===== src/rtl/divisor_pkg.sv =====
// Shared types and helpers for the sequential restoring divider.
// Optional rounding of the quotient is enabled by defining DIVISOR_ROUND_EN.
package divisor_pkg;

  typedef enum logic [1:0] {
    S_IDLE = 2'd0,
    S_RUN  = 2'd1,
    S_FIN  = 2'd2
  } state_t;

  localparam int unsigned DW_DEF = 16;
  localparam int unsigned VW_DEF = 8;

  // Iteration counter width for a DW-bit dividend (DW >= 2).
  function automatic int unsigned iter_width(input int unsigned dw);
    return (dw < 2) ? 1 : $clog2(dw);
  endfunction

endpackage


===== src/rtl/divisor_step.sv =====
// One restoring shift-subtract step: shift a dividend bit into the partial
// remainder and subtract the divisor when it fits.
module divisor_step #(
  parameter int unsigned VW = 8
) (
  input  logic [VW-1:0] rem_in,
  input  logic          bit_in,
  input  logic [VW-1:0] den,
  output logic [VW-1:0] rem_out,
  output logic          q_bit
);

  logic [VW:0] shifted;
  logic [VW:0] diff;

  // Shifted remainder is one bit wider so the compare cannot overflow.
  assign shifted = {rem_in, bit_in};
  assign diff    = shifted - {1'b0, den};
  assign q_bit   = (shifted >= {1'b0, den});
  assign rem_out = VW'(q_bit ? diff : shifted);

endmodule


===== src/rtl/divisor_seq.sv =====
// Multi-cycle unsigned divider, one quotient bit per clock, start/busy/done
// handshake. Define DIVISOR_ROUND_EN to round the quotient to nearest.
module divisor_seq
  import divisor_pkg::*;
#(
  parameter int unsigned DW = DW_DEF,
  parameter int unsigned VW = VW_DEF
) (
  input  logic          CLKOUTD,
  input  logic          reset,
  input  logic [DW-1:0] count,
  input  logic [VW-1:0] den,
  input  logic          calculate,
  output logic          busy,
  output logic          done,
  output logic [DW-1:0] quotient,
  output logic [VW-1:0] remainder,
  output logic          div_zero
);

  localparam int unsigned IW = iter_width(DW);

  state_t        state, state_nx;
  logic [DW-1:0] dvd, dvd_nx;
  logic [VW-1:0] den_r, den_nx;
  logic [VW-1:0] rem, rem_nx;
  logic [IW-1:0] iter, iter_nx;
  logic          zero_r, zero_nx;
  logic          busy_nx, done_nx, dz_nx;
  logic [DW-1:0] quo_nx;
  logic [VW-1:0] rem_o_nx;
  logic [VW-1:0] step_rem;
  logic          step_q;
  logic [DW-1:0] q_final;

  divisor_step #(.VW(VW)) u_step (
    .rem_in  (rem),
    .bit_in  (dvd[DW-1]),
    .den     (den_r),
    .rem_out (step_rem),
    .q_bit   (step_q)
  );

  // Quotient accumulates in the low bits of dvd as the dividend shifts out.
`ifdef DIVISOR_ROUND_EN
  logic round_up;
  assign round_up = ({rem, 1'b0} >= {1'b0, den_r});
  assign q_final  = (round_up && (dvd != {DW{1'b1}})) ? dvd + DW'(1) : dvd;
`else
  assign q_final  = dvd;
`endif

  always_ff @(posedge CLKOUTD) begin
    if (reset) begin
      state     <= S_IDLE;
      dvd       <= '0;
      den_r     <= '0;
      rem       <= '0;
      iter      <= '0;
      zero_r    <= 1'b0;
      busy      <= 1'b0;
      done      <= 1'b0;
      quotient  <= '0;
      remainder <= '0;
      div_zero  <= 1'b0;
    end else begin
      state     <= state_nx;
      dvd       <= dvd_nx;
      den_r     <= den_nx;
      rem       <= rem_nx;
      iter      <= iter_nx;
      zero_r    <= zero_nx;
      busy      <= busy_nx;
      done      <= done_nx;
      quotient  <= quo_nx;
      remainder <= rem_o_nx;
      div_zero  <= dz_nx;
    end
  end

  always_comb begin
    state_nx = state;
    dvd_nx   = dvd;
    den_nx   = den_r;
    rem_nx   = rem;
    iter_nx  = iter;
    zero_nx  = zero_r;
    busy_nx  = busy;
    done_nx  = 1'b0;
    quo_nx   = quotient;
    rem_o_nx = remainder;
    dz_nx    = div_zero;

    unique case (state)
      S_IDLE: begin
        if (calculate) begin
          dvd_nx   = count;
          den_nx   = den;
          rem_nx   = '0;
          iter_nx  = IW'(DW - 1);
          busy_nx  = 1'b1;
          zero_nx  = (den == '0);
          state_nx = (den == '0) ? S_FIN : S_RUN;
        end
      end
      S_RUN: begin
        dvd_nx  = {dvd[DW-2:0], step_q};
        rem_nx  = step_rem;
        iter_nx = iter - IW'(1);
        if (iter == '0) state_nx = S_FIN;
      end
      S_FIN: begin
        busy_nx  = 1'b0;
        done_nx  = 1'b1;
        dz_nx    = zero_r;
        state_nx = S_IDLE;
        if (zero_r) begin
          quo_nx   = {DW{1'b1}};
          rem_o_nx = '0;
        end else begin
          quo_nx   = q_final;
          rem_o_nx = rem;
        end
      end
      default: state_nx = S_IDLE;
    endcase
  end

endmodule

===== config.mk =====
export PLATFORM = sky130hd
export DESIGN_NAME = divisor_seq
export DESIGN_NICKNAME = d
export VERILOG_FILES = /design/src/rtl/divisor_pkg.sv /design/src/rtl/divisor_step.sv /design/src/rtl/divisor_seq.sv
export SDC_FILE = /design/constraint.sdc
export NUM_CORES = 1
export LEC_CHECK = 0
export BUFFER_PORTS_ARGS = -buffer_cell sky130_fd_sc_hd__buf_2
export CORE_ASPECT_RATIO = 0.9
export CORE_MARGIN = 5
export CORE_UTILIZATION = 45
export DETAILED_ROUTE_END_ITERATION = 8
export HOLD_SLACK_MARGIN = 0.08
export PLACE_DENSITY = 0.79
export SYNTH_ARGS = -nofsm -noshare
export SYNTH_HDL_FRONTEND = slang
export SYNTH_SLANG_ARGS = --single-unit

===== constraint.sdc =====
create_clock -name CLKOUTD -period 1.7 [get_ports CLKOUTD]
set_clock_uncertainty 0.1 [all_clocks]
set_input_delay 0.255 -clock CLKOUTD [delete_from_list [all_inputs] [get_ports CLKOUTD]]
set_output_delay 0.255 -clock CLKOUTD [all_outputs]
set_load 0.01 [all_outputs]

# Word-level counts from Yosys, hierarchy flattened
# Cells that the tools add are included.
[totals]
ff_bits = 66
latchBits = 0
ramBits = 0
romBits = 0
out_inout_bits = 27
word_cells = 43
mem_count = 0
[classes]
add_sub_neg = 2
multipliers = 0
n_div = 0
order_cmp = 1
n_eq_ne = 4
shift = 0
n_mux = 16
bitwise_logic = 0
n_reduce_logical = 9
[op_table]
columns = ["op", "count"]
rows = [
  ["16-bit two-way mux", 2],
  ["16-bit case mux with 2 select lines", 1],
  ["8-bit two-way mux", 3],
  ["8-bit case mux with 2 select lines", 1],
  ["9-bit by 8-bit greater-or-equal comparator with 1-bit output", 1],
  ["8-bit logical NOT", 1],
  ["4-bit case mux with 2 select lines", 1],
  ["2-bit AND reduction", 4],
  ["8-bit subtractor", 1],
  ["2-bit two-way mux", 3],
  ["4-bit logical NOT", 1],
  ["4-bit two-way mux", 1],
  ["2-bit inequality test (second input constant)", 2],
  ["2-bit case mux with 2 select lines", 1],
  ["2-bit nonzero test", 2],
  ["4-bit by 1-bit subtractor with 4-bit output (second input constant)", 1],
  ["2-bit by 1-bit equality test with 1-bit output (second input constant)", 1],
  ["2-bit equality test (second input constant)", 1],
  ["2-bit logical NOT", 1],
  ["1-bit two-way mux", 2],
  ["1-bit case mux with 2 select lines", 1],
]

# Depth between registers and ports, before layout
[logic_depth]
ltp_word = 4
depth_mapped = 8

# Modules after synthesis
# Synthesis repeated with hierarchy kept, for this count alone.
[hier_totals]
cells_unflattened = 381
hier_area_um2 = 3115.5
[modules_own_cells]
columns = ["mod", "n_inst", "cells_each", "area_each_um2"]
rows = [
  ["divisor_seq", 1, 312, 2595.0],
  ["divisor_step", 1, 69, 520.5],
]

# Worst setup path after synthesis
# No wires, ideal clock.
[synth_timing]
path_kind = "reg2reg"
startpoint = "reg dvd[15]"
endpoint = "reg rem[6]"
setup_time_ps = 122
t_arrival_ps = 1609
required_ps = 1478
setup_slack_ps = -131
stages_incl_launch_ff = 9
n_path_buf = 0
period_less_slack_ps = 1831
path_cell_list = "dfxtp_1 inv_1 ha_1 fa_1 nor2b_1 o31a_1 mux2i_1 a31o_1 o21ai_1"
[synth_between]
elab_chain_len = 3
word_cells_on_any_way = 4
cone_classes = "add/sub: 1; order compare: 1; mux: 2"
[synth_rtl]
columns = ["item", "line_no", "text"]
rows = [
  ["start: declaration", "divisor_seq.sv:24", "logic [DW-1:0] dvd, dvd_nx;"],
  ["start signal: assignment", "divisor_seq.sv:68", "dvd <= dvd_nx;"],
  ["8-bit subtractor or 9-bit by 8-bit greater-or-equal comparator with 1-bit output (tied branches)", "divisor_step.sv:18, divisor_step.sv:19", ""],
  ["8-bit two-way mux *", "divisor_step.sv:20", "assign rem_out = VW'(q_bit ? diff : shifted);"],
  ["8-bit case mux with 2 select lines *", "divisor_seq.sv:94", "unique case (state)"],
  ["end signal: assignment", "divisor_seq.sv:70", "rem <= rem_nx;"],
  ["end: declaration", "divisor_seq.sv:26", "logic [VW-1:0] rem, rem_nx;"],
]
# Mark *: on every way between the ends. The rest lies on a longest branch, timed or not.
# A chain may end at the register's enable or synchronous reset.

# Worst setup path in the final report
# Same ends and word-level chain as after synthesis.

==> metrics.sh <==
OUTCOME='finished, violations left'
VIOLATIONS='setup timing'
TIMING_WORST_SLEW_PIN_VALUE_PS=578
DRT.ANTENNA.VIOLATING_NETS=0
SYNTH_LARGEST_AREA_CELL='sky130_fd_sc_hd__dfxtp_1'
ENDPOINT_KIND='flip-flop'
CRIT_PATH_START_KIND='flip-flop'
CRITPATHCAPTURE='rem[6]'
SYNTH.AVG_CELL_AREA_UM2=8.33
TOTAL_LEAKAGE_POWER_nW=1.82
LAYOUT_CELLS_SIZED_ABOVE_1=0.346
POWER.IR.VDD_WORST_V=0.000455
CTS_MAX_LEVEL=3
AREA.GROWTH.SYNTH_TO_FINAL_PCT=36.0
CTS_NUM_SINKS=66
INSERTION_DELAY_PS=350
GRT_FIRST_PASS_WIRELENGTH_UM=14500
PLACE.PORT_BUFFERS=53
NUMBER_OF_SYNTHESIZED_FLOPS_WITH_AN_ENABLE_PIN=0
PIN_COUNT_OF_THE_BIGGEST_NET_ENTERING_GLOBAL_ROUTING=25
ROUTED_WIRE_LENGTH_PER_INSTANCE_UM=17.4
YS_TOP_CELLS_BY_AREA='sky130_fd_sc_hd__dfxtp_1 43%, sky130_fd_sc_hd__nor2_1 7.7%, sky130_fd_sc_hd__mux2i_1 6.2%'
SYNTH_TOP_AREA_FRAC=0.432
CRITICALPATHCATEGORY='flip-flop to flip-flop'
FLOORPLAN.CORE_AREA_MM2=0.00659
MAX_CLOCK_FREQ_MHz=490
FINAL_NETS=495
MIN-DELAY-PATH-CLASS='input port to flip-flop'
POWER.DENSITY_mW_PER_MM2=1110
SYNTH_SIMPLE_GATE_AREA_FRAC=0.233
COUNT_OF_CELLS_ALONG_THE_WORST_REGISTER_TO_REGISTER_PATH=8
YOSYS_MOST_USED_DFF='sky130_fd_sc_hd__dfxtp_1'
INITIAL_UTILIZATION=0.464
PERIOD_NEEDED_PS=2040
CRITICAL_PATH_REQUIRED_PS=1820
R2R_SETUP_SLACK_PS=-340
CTSLONGESTPATHBUFFERS=2
SETUP.WORST_PATH.START='dvd[15]'
TRITONCTS='done'
CRITICAL_PATH.REG2REG.ENDPOINT='rem[6]'
GRT_PASS1_VIAS=3032
YOSYSSEQAREASHARE=0.432
DIE-AREA_MM2=0.00854
DIE_W_UM=96.9
CRITICAL_PATH.REG2REG.STARTPOINT='dvd[15]'
TRACK_USAGE=0.212
FIRST_PASS_ITERS=6
GLOBALROUTEOVERFLOWTOTAL=0
MAXCAPVIOLCOUNT=0
SYNTH_AREA_MM2=0.00306
DIE_H_UM=88.2
NETLIST_TOP_CELLS_COUNT='66 x sky130_fd_sc_hd__dfxtp_1, 63 x sky130_fd_sc_hd__nor2_1, 36 x sky130_fd_sc_hd__nor3_1, 27 x sky130_fd_sc_hd__nand2_1, 22 x sky130_fd_sc_hd__a21oi_1'
UNREPAIRED_SETUP_ENDPOINTS_AFTER_GLOBAL_ROUTING='true'
DETAIL_ROUTE.DRC_VIOLATIONS=0
SYNTH_NETS=404
POSTLAYOUTCOREUTIL=0.631
HOLD-WORST-SLACK_PS=110
YOSYS.CELL_COUNT.TOP_TYPE='sky130_fd_sc_hd__dfxtp_1'
SYNTHESIZED_AREA_FRACTION_OCCUPIED_BY_XOR_AND_XNOR_CELLS=0.00573
ANTENNA_CELLS_INSERTED=0
ARITHMETIC_CELL_SHARE_OF_THE_SYNTHESIZED_AREA_COUNTING_FULL_ADDERS_HALF_ADDERS_AND_MAJORITY_GATES=0.0434
CRITICAL_PATH_ARRIVAL_PS=2160
GRT_ANTENNA_BEFORE_REPAIR=0
CLK_PIN_SLEW_PS=70
SLEW-LIMIT-HEADROOM=0.613
VIA_COUNT=3140
CLK_ROOT_BUFFER_CELL='sky130_fd_sc_hd__clkbuf_8'
TIMING.FINAL.SETUP_VIOLATIONS=6
YS_FF_LATCH=66
ASYNC_SET_RESET_FLOP_SHARE_OUT_OF_SYNTHESIS=0
POST_DRT_VIA_CELL_RATIO=5.68
TOTALWIRELENGTH_UM=9600
SYNTH_TOP_FAMILY_BY_AREA='simple AND/OR/NAND/NOR gates'
PLACE.DETAILED.HPWL_UM=6020
FP-ROW-COUNT=28
SHARE_OF_CELL_AREA_TAKEN_BY_MUXES_AFTER_SYNTHESIS=0.0622
GPL.FINAL_WEIGHTED_CONGESTION=0.871
YOSYSUNIQUECELLTYPES=48
TOP_LEVEL_PORTS=54
CTS_MADE_BUFFERS=9
YOSYSWARNINGCOUNT=0
DRT_ITER0_MARKERS=257
CRITPATHMAXFANOUT=3
FIN_HOLD_VIOLS=0
FINAL_MAX_SLEW_VIOL_COUNT=0
POSTSYNTHCELLCOUNT=367
SYNTH_COMPOUND_GATE_AREA_SHARE=0.170
FINAL_MIN_PERIOD_OVER_CLOCK_PERIOD=1.20
FIN_WS_PS=-340
[power breakdown]
part           internal (mW)  switching (mW)  total [mW]  leakage, nW
registers               1.67           0.116        1.79        0.545
clock network          0.825           0.615        1.44        0.107
logic                  0.668           0.720        1.39         1.17
[stage by stage]
step | power, mW | instance area, um^2 | setup WS [ps] | setup TNS, ps | std cells
after floorplan | 2.55 | 3100 | -64.5 | -103 | 367
after global placement | 2.85 | 3660 | -95.3 | -277 | 524
after detailed placement | 2.90 | 3660 | -180 | -889 | 524
after CTS | 4.45 | 4050 | -128 | -326 | 548
after global routing | 4.82 | 4160 | -403 | -1540 | 553
final | 4.62 | 4160 | -340 | -931 | 553
[kinds of logic after synthesis]
group	Yosys count
DFF	66
xor gates and xnor gates	2
buffers and inverters	38
AOI/OAI and AO/OA	78
and+or+nand+nor	154
adders and majority gates	10
muxes	19
[worst min path at each step]
stage                 start  cells past startpoint  slack, ps      endpoint
4_1_cts              den[0]                      3         80      den_r[0]
3_5_place_dp   remainder[6]                      2        340  remainder[6]
5_1_grt              den[0]                      3        130      den_r[0]
3_3_place_gp   remainder[0]                      2        340  remainder[0]
6_report             den[1]                      3        110      den_r[1]
2_1_floorplan        den[0]                      2        300      den_r[0]
[cells in the final DEF (no fill, tap or decap), drive strengths merged, types with 2 or more instances in the layout]
master / n
a211oi: 15
a21oi: 24
a22o: 2
a32oi: 4
and3: 2
buf: 97
bufinv: 2
clkbuf: 11
clkinv: 3
dfxtp: 66
dlygate4sd3: 5
ha: 9
inv: 16
mux2i: 19
nand2: 27
nand3: 3
nand3b: 8
nor2: 66
nor2b: 5
nor3: 36
nor4: 4
o21a: 2
o21ai: 18
o21bai: 2
xnor2: 2
[what timing repair did]
item	4_1_cts	5_1_grt
buffers inserted	3	5
endpoints found under the hold margin	5	0
gates cloned	0	0
gates resized for setup	22	21
setup endpoints to repair	9	27
pin swaps	8	8
hold buffers	5	0
[per-layer routing]
layer  track usage  part of all wire
met1         0.253              0.42
met2         0.352              0.48
met3        0.0510             0.075
met4         0.129             0.031
met5             0                 0
[registers in the layout (all words and copies together), names as in the netlist, 2 cells and up]
signal	count
quotient	16
remainder	8
rem	8
iter	4
state	2
dvd	16
den_r	8
[layout make-up]
| type | instances | area (um^2) |
|---|---|---|
| Inverter | 16 | 60.1 |
| Tap cell | 90 | 113 |
| Sequential cell | 66 | 1340 |
| Multi-Input combinational cell | 263 | 1770 |
| Clock buffer | 11 | 131 |
| Clock inverter | 5 | 78.8 |
| Timing Repair Buffer | 102 | 666 |
| Fill cell | 537 | 2430 |
[worst max-delay path: stages (launching register included)]
cell and delay [ps]:
sky130_fd_sc_hd__dfxtp_2 350, sky130_fd_sc_hd__inv_2 60, sky130_fd_sc_hd__ha_4 170, sky130_fd_sc_hd__fa_2 390, sky130_fd_sc_hd__nor2b_4 150, sky130_fd_sc_hd__o31a_1 230
sky130_fd_sc_hd__mux2i_1 210, sky130_fd_sc_hd__a31o_1 170, sky130_fd_sc_hd__o21ai_1 90
No activity file was read; power rests on OpenSTA's default activity.
